### src/rtl/pd_pipe_pkg.sv
// Shared types for the pipeline hazard sequencer: FSM states, forwarding selects,
// per-stage shadow entries and the register-match helper.
package pd_pipe_pkg;

   typedef enum logic [1:0] {
      PS_RUN     = 2'd0,
      PS_FLUSH   = 2'd1,
      PS_MEMWAIT = 2'd2
   } pipe_state_e;

   typedef enum logic [1:0] {
      FWD_NONE = 2'd0,
      FWD_MEM  = 2'd1,
      FWD_WB   = 2'd2
   } fwd_sel_e;

   typedef struct packed {
      logic       valid;
      logic       regwren;
      logic [4:0] rd;
   } dst_t;

   // Source registers are kept only for EX, so they live beside the EX entry.
   typedef struct packed {
      dst_t dst;
      logic is_load;
      logic is_mem;
   } shadow_t;

   function automatic logic hz(input dst_t d, input logic [4:0] r);
      return d.valid & d.regwren & (d.rd == r) & (r != 5'd0);
   endfunction

endpackage

### src/rtl/fwd_unit.sv
// EX operand forwarding select for one source register; MEM wins over WB,
// but a load still in MEM has no data yet and cannot forward.
module fwd_unit
   import pd_pipe_pkg::*;
(
   input  dst_t       mem_dst,
   input  logic       mem_is_load,
   input  dst_t       wb_dst,
   input  logic [4:0] rs,
   output fwd_sel_e   sel
);

   // Priority select: youngest producer first.
   always_comb begin
      sel = FWD_NONE;
      if (hz(mem_dst, rs) && !mem_is_load) begin
         sel = FWD_MEM;
      end else if (hz(wb_dst, rs)) begin
         sel = FWD_WB;
      end else begin
         sel = FWD_NONE;
      end
   end

endmodule

### src/rtl/pipe_hazard_ctrl.sv
// Pipeline sequencer: tracks EX/MEM/WB destination shadows and derives stall, flush,
// bubble, freeze, forwarding selects and a sticky data-memory timeout flag.
module pipe_hazard_ctrl
   import pd_pipe_pkg::*;
#(
   parameter int unsigned REDIRECT_PENALTY = 2,
   parameter int unsigned MEM_TIMEOUT      = 64
) (
   input  logic       clk,
   input  logic       reset,
   input  logic       id_valid_i,
   input  logic [4:0] id_rs1_i,
   input  logic [4:0] id_rs2_i,
   input  logic       id_use_rs1_i,
   input  logic       id_use_rs2_i,
   input  logic [4:0] id_rd_i,
   input  logic       id_regwren_i,
   input  logic       id_is_load_i,
   input  logic       id_is_mem_i,
   input  logic       ex_redirect_i,
   input  logic       dmem_ack_i,
   output logic       stall_if_o,
   output logic       stall_id_o,
   output logic       flush_id_o,
   output logic       bubble_ex_o,
   output logic       freeze_o,
   output fwd_sel_e   fwd_rs1_o,
   output fwd_sel_e   fwd_rs2_o,
   output logic       err_o
);

   localparam int unsigned CW = (REDIRECT_PENALTY > 1) ? $clog2(REDIRECT_PENALTY) : 1;
   localparam int unsigned WW = $clog2(MEM_TIMEOUT + 1);
   localparam logic [CW-1:0] CNT_LOAD = CW'(REDIRECT_PENALTY - 1);
   localparam logic [WW-1:0] WAIT_MAX = WW'(MEM_TIMEOUT);
   localparam pipe_state_e   REDIR_STATE = (REDIRECT_PENALTY > 1) ? PS_FLUSH : PS_RUN;

   pipe_state_e   state_r, state_s;
   logic [CW-1:0] cnt_r, cnt_s;
   logic [WW-1:0] wcnt_r, wcnt_s;
   logic          err_r, err_s;
   shadow_t       ex_r, mem_r;
   logic [4:0]    ex_rs1_r, ex_rs2_r;
   dst_t          wb_r;
   shadow_t       id_sh_s;
   logic          freeze_s, load_use_s, flush_s, bubble_s, ex_kill_s;
   fwd_sel_e      fwd1_s, fwd2_s;

   assign id_sh_s = {1'b1, id_regwren_i, id_rd_i, id_is_load_i, id_is_mem_i};

   // Hazard detection, flush sequencing and memory-wait accounting.
   always_comb begin
      freeze_s   = mem_r.dst.valid & mem_r.is_mem & ~dmem_ack_i;
      load_use_s = id_valid_i & ex_r.dst.valid & ex_r.is_load &
                   ((id_use_rs1_i & hz(ex_r.dst, id_rs1_i)) |
                    (id_use_rs2_i & hz(ex_r.dst, id_rs2_i)));
      state_s = state_r;
      cnt_s   = cnt_r;
      flush_s = 1'b0;
      if (freeze_s) begin
         state_s = PS_MEMWAIT;
         cnt_s   = cnt_r;
      end else if (ex_redirect_i) begin
         flush_s = 1'b1;
         cnt_s   = CNT_LOAD;
         state_s = REDIR_STATE;
      end else begin
         case (state_r)
            PS_RUN: begin
               state_s = PS_RUN;
               cnt_s   = cnt_r;
            end
            PS_FLUSH: begin
               if (cnt_r != '0) begin
                  flush_s = 1'b1;
                  cnt_s   = cnt_r - CW'(1);
                  state_s = (cnt_r == CW'(1)) ? PS_RUN : PS_FLUSH;
               end else begin
                  cnt_s   = '0;
                  state_s = PS_RUN;
               end
            end
            PS_MEMWAIT: begin
               state_s = (cnt_r != '0) ? PS_FLUSH : PS_RUN;
               cnt_s   = cnt_r;
            end
            default: begin
               state_s = PS_RUN;
               cnt_s   = '0;
            end
         endcase
      end
      bubble_s  = load_use_s & ~freeze_s & ~flush_s;
      ex_kill_s = bubble_s | flush_s | ~id_valid_i;
      if (freeze_s) begin
         wcnt_s = (wcnt_r == WAIT_MAX) ? wcnt_r : wcnt_r + WW'(1);
      end else begin
         wcnt_s = '0;
      end
      err_s = err_r | (wcnt_s == WAIT_MAX);
   end

   fwd_unit u_fwd_rs1 (
      .mem_dst     (mem_r.dst),
      .mem_is_load (mem_r.is_load),
      .wb_dst      (wb_r),
      .rs          (ex_rs1_r),
      .sel         (fwd1_s)
   );

   fwd_unit u_fwd_rs2 (
      .mem_dst     (mem_r.dst),
      .mem_is_load (mem_r.is_load),
      .wb_dst      (wb_r),
      .rs          (ex_rs2_r),
      .sel         (fwd2_s)
   );

   // Outputs are forced quiet while reset is held.
   always_comb begin
      stall_if_o  = 1'b0;
      stall_id_o  = 1'b0;
      flush_id_o  = 1'b0;
      bubble_ex_o = 1'b0;
      freeze_o    = 1'b0;
      fwd_rs1_o   = FWD_NONE;
      fwd_rs2_o   = FWD_NONE;
      if (!reset) begin
         stall_if_o  = freeze_s | bubble_s;
         stall_id_o  = freeze_s | bubble_s;
         flush_id_o  = flush_s;
         bubble_ex_o = bubble_s;
         freeze_o    = freeze_s;
         fwd_rs1_o   = fwd1_s;
         fwd_rs2_o   = fwd2_s;
      end else begin
         fwd_rs1_o   = FWD_NONE;
         fwd_rs2_o   = FWD_NONE;
      end
   end

   assign err_o = err_r;

   // State, counters and stage shadows; a freeze holds every shadow in place.
   always_ff @(posedge clk) begin
      if (reset) begin
         state_r  <= PS_RUN;
         cnt_r    <= '0;
         wcnt_r   <= '0;
         err_r    <= 1'b0;
         ex_r     <= '0;
         ex_rs1_r <= 5'd0;
         ex_rs2_r <= 5'd0;
         mem_r    <= '0;
         wb_r     <= '0;
      end else begin
         state_r <= state_s;
         cnt_r   <= cnt_s;
         wcnt_r  <= wcnt_s;
         err_r   <= err_s;
         if (!freeze_s) begin
            wb_r  <= mem_r.dst;
            mem_r <= ex_r;
            if (ex_kill_s) begin
               ex_r     <= '0;
               ex_rs1_r <= 5'd0;
               ex_rs2_r <= 5'd0;
            end else begin
               ex_r     <= id_sh_s;
               ex_rs1_r <= id_rs1_i;
               ex_rs2_r <= id_rs2_i;
            end
         end
      end
   end

endmodule

### config.mk
export PLATFORM = sky130hd
export DESIGN_NAME = pipe_hazard_ctrl
export DESIGN_NICKNAME = d
export VERILOG_FILES = /design/src/rtl/pd_pipe_pkg.sv /design/src/rtl/fwd_unit.sv /design/src/rtl/pipe_hazard_ctrl.sv
export SDC_FILE = /design/constraint.sdc
export NUM_CORES = 1
export LEC_CHECK = 0
export BUFFER_PORTS_ARGS = -buffer_cell sky130_fd_sc_hd__buf_2
export CORE_ASPECT_RATIO = 1.25
export CORE_MARGIN = 3
export CORE_UTILIZATION = 50
export DETAILED_ROUTE_END_ITERATION = 10
export PLACE_DENSITY = 0.75
export SLEW_MARGIN = 30
export SYNTH_ARGS = -nofsm -noshare
export SYNTH_HDL_FRONTEND = slang
export SYNTH_SLANG_ARGS = --single-unit
### constraint.sdc
create_clock -name clk -period 1.69 [get_ports clk]
set_clock_uncertainty 0.15 [all_clocks]
set_input_delay 0 -clock clk [delete_from_list [all_inputs] [get_ports clk]]
set_output_delay 0 -clock clk [all_outputs]
set_load 0.05 [all_outputs]
==> run_results.csv <==
group,metric,value,unit
synth,synth_area_per_cell,8.10,um2
pwr,p_per_area,630,nW/um2
layout,final_net_count,398,
detailed_routing,drt_iter0_markers,150,
timing,setup_tns,-4230,ps
run_status,status,"finished with violations",
setup_path,startpoint,"mem_r[0]",
min_path,hold_path_class,"in -> reg",
setup_path,cp-start-kind,"flop",
placement,gp_congestion,0.888,
global_routing,grt_max_degree,22,
layout,ff_latch_area,952,um2
synth,yosys-top-cells-area,"dfxtp_1 40%, nand2_1 9.1%, xnor2_1 8.3%, nand3_1 5.4%, o21ai_2 5.3%",
synth,synth_largest_area_cell,"dfxtp_1",
synth,syn-instance-count,285,
detailed_routing,drt_first_pass_iters,4,
synth,synth_xor_area_share,12.9,%
pwr,comb_power_share,10.9,%
pwr,power.clock.fraction,37.4,%
clock_tree,clockBufferDepth,2,
global_routing,grtUsageTotal,23.5,%
setup_path,reg2reg_depth,8,
global_routing,overflow,0,
timing,timing_hold_violations_final,0,
synth,yosysWarnings,0,
synth,synth_common_cells,"56 x nand2_1, 46 x dfxtp_1, 25 x nand3_1, 23 x nor2_1, 22 x xnor2_1",
setup_path,required,1540,ps
timing,tightest_slew,409,ps
setup_path,regToRegSetupSlack,-190,ps
clock_tree,cts_tree,"built",
synth,synth_ff_type,"dfxtp_1",
setup_path,worst_ep_arrival_time,1770,ps
detailed_routing,wl_per_cell,16.2,um
synth,yosysUniqueCellTypes,40,
placement,io_buffers,34,
timing,setup_slack,-228,ps
synth,muxShareOfSynthArea,0.488,%
pwr,ir_worst_vdd,0.477,mV
synth,synth_compound_area_share,15.1,%
pwr,p_seq_share,51.7,%
synth,yosysMostFrequentCell,"nand2_1",
synth,synthArstFlopShare,0,%
clock_tree,worst_skew_pair.late_latency,300,ps
layout,multiInputGateArea,1440,um2
pwr,p_leak,0.00133,uW
layout,synthToLayoutAreaGrowth,49.3,%
pwr,intPower,1660,uW
clock_tree,cts.clk_slew.worst_paths,80,ps
placement,dp.final_hpwl,3960,um
timing,min_period_over_period,113,%
die,start_util,52.2,%
timing,fmax,0.521,GHz
global_routing,antenna_found_initial,0,
die,die_y,82.0,um
layout,n_antenna_cell,0,
die,ios,35,
synth,synth-seq-cells,46,
timing,rsz0062_at_grt,"yes",
timing,drv_slew,0,
synth,synth_seq_area_share,39.9,%
layout,drive_above_1_share,37.6,%
synth,synth.top_cell.area_share,39.9,%
placement,place_ws,-46.8,ps
detailed_routing,drc,0,
synth,synth_fp_nets,312,
synth,synth-simple-area-share,25.6,%
setup_path,reg2reg_to,"ex_r[7]",
detailed_routing,ant_nets,0,
layout,fill_cells,277,
detailed_routing,wirelength,6960,um
setup_path,r2r_start,"mem_r[0]",
synth,syn_area,2310,um2
setup_path,crit_end,"bubble_ex_o",
global_routing,grt_pass1_vias,2141,
pwr,switching_share,23.5,%
pwr,p_sw,510,uW
clock_tree,htreeDepth,2,
die,coreArea,4430,um2
die,die_x,66.8,um
timing,setup-violations-final,26,
run_status,violations,"negative setup slack",
clock_tree,cts_buffers,5,
setup_path,endpoint_kind,"primary output",
setup_path,path_class,"reg -> out",
synth,synth-adder-area-share,1.08,%
setup_path,path_max_fanout,3,
clock_tree,cts_sinks,46,
clock_tree,cts-root-buf,"clkbuf_8",
timing,layout_min_cycle_time,1920,ps
timing,maxSlewHeadroom,72.7,%
die,rows,27,
flow_run,cap_violations,0,
global_routing,grt_first_pass_wirelength,9810,um
detailed_routing,vias,2376,
detailed_routing,via_per_inst,5.53,
synth,synth_top_family_by_area,"simple AND/OR/NAND/NOR gates",
synth,synth_edf_count,0,
die,die-area,5480,um2
-- logic make-up after synthesis --
group / count (synthesis)
AND/OR/NAND/NOR: 128
AO/OA/AOI/OAI: 50
flip-flops: 46
XOR/XNOR: 34
buffers and inverters: 24
adder cells (fa/ha/maj): 2
multiplexers: 1
-- power by group through the flow --
stage,combinational (uW),sequential (uW),clock (uW)
2_1_floorplan,101,1150,0
3_3_place_gp,172,1150,0
3_5_place_dp,175,1150,0
4_1_cts,218,1120,822
5_1_grt,256,1130,861
6_report,238,1120,812
-- through the flow --
step	cell area (um2)	hold slack (ps)	total power, uW	instances	utilization, %
final	3450	31.3	2170	430	77.9
after global routing	3450	49.8	2240	430	77.9
after CTS	3170	1.24	2160	419	71.6
after detailed placement	2710	121	1330	386	61.3
after global placement	2710	122	1320	386	61.3
after floorplan	2370	-9.55	1250	285	-
-- per-layer routing --
metal | share of wire (%) | track usage [%] | vias up
li1 | - | - | 1135
met1 | 40 | 27.8 | 1122
met2 | 51 | 40.4 | 97
met3 | 5.2 | 4.92 | 22
met4 | 3.5 | 10.8 | 0
met5 | 0 | 0 | -
-- worst min path at each step --
stage,cells past startpoint,end,slack (ps),start
CTS,4,ex_r[0],1,reset
floorplan,2,cnt_r,-10,ex_redirect_i
finish,4,ex_r[0],30,reset
global route,4,ex_r[0],50,reset
global placement,3,ex_r[4],120,id_rd_i[2]
detailed placement,3,ex_r[7],120,id_regwren_i
-- worst max-delay path, cell delays in order, from the launching register on --
cell	delay [ps]
dfxtp_2	330
and3b_4	220
nor2_4	110
o2111ai_2	150
o32ai_4	310
and2_4	210
buf_8	140
-- repair_timing --
action | 4_1_cts | 5_1_grt
pin swaps | 6 | 26
buffers inserted | 5 | 8
resized for setup | 39 | 34
hold endpoints to repair | 27 | 0
cloned | 0 | 3
hold buffers | 20 | 0
setup endpoints to repair | 27 | 29
-- flip-flops by register name, indices dropped and copies added (netlist names) --
signal / cells
ex_rs2_r: 5
ex_rs1_r: 5
wb_r: 7
ex_r: 9
cnt_r: 1
err_o: 1
state_r: 2
wcnt_r: 7
mem_r: 9
-- placed cells by master (no fill, tap or decap), types with 2 or more instances in the layout --
master,n
dfxtp_2,13
xnor2_1,22
a21oi_1,19
ha_4,2
dfxtp_4,4
nand3b_1,2
nor3_1,4
buf_2,26
buf_12,3
nor4_1,2
nand2_1,56
o21a_1,2
o2111ai_2,2
nand3_1,24
inv_1,7
xor2_1,12
dfxtp_1,29
nor3_2,2
dlygate4sd3_1,20
buf_6,6
nor2_1,23
o21ai_2,17
buf_4,31
nand4_1,4
clkbuf_8,5
buf_8,5
clkbuf_16,3
-- final cells by class --
class                           instances  share of cell area (%)
Sequential cell                        46                    27.6
Inverter                                9                    1.05
Clock buffer                            6                    2.10
Clock inverter                          2                    1.09
Multi-Input combinational cell        215                    41.7
Timing Repair Buffer                   94                    24.4
Tap cell                               58                    2.10
No activity file was read; power rests on OpenSTA's default activity.
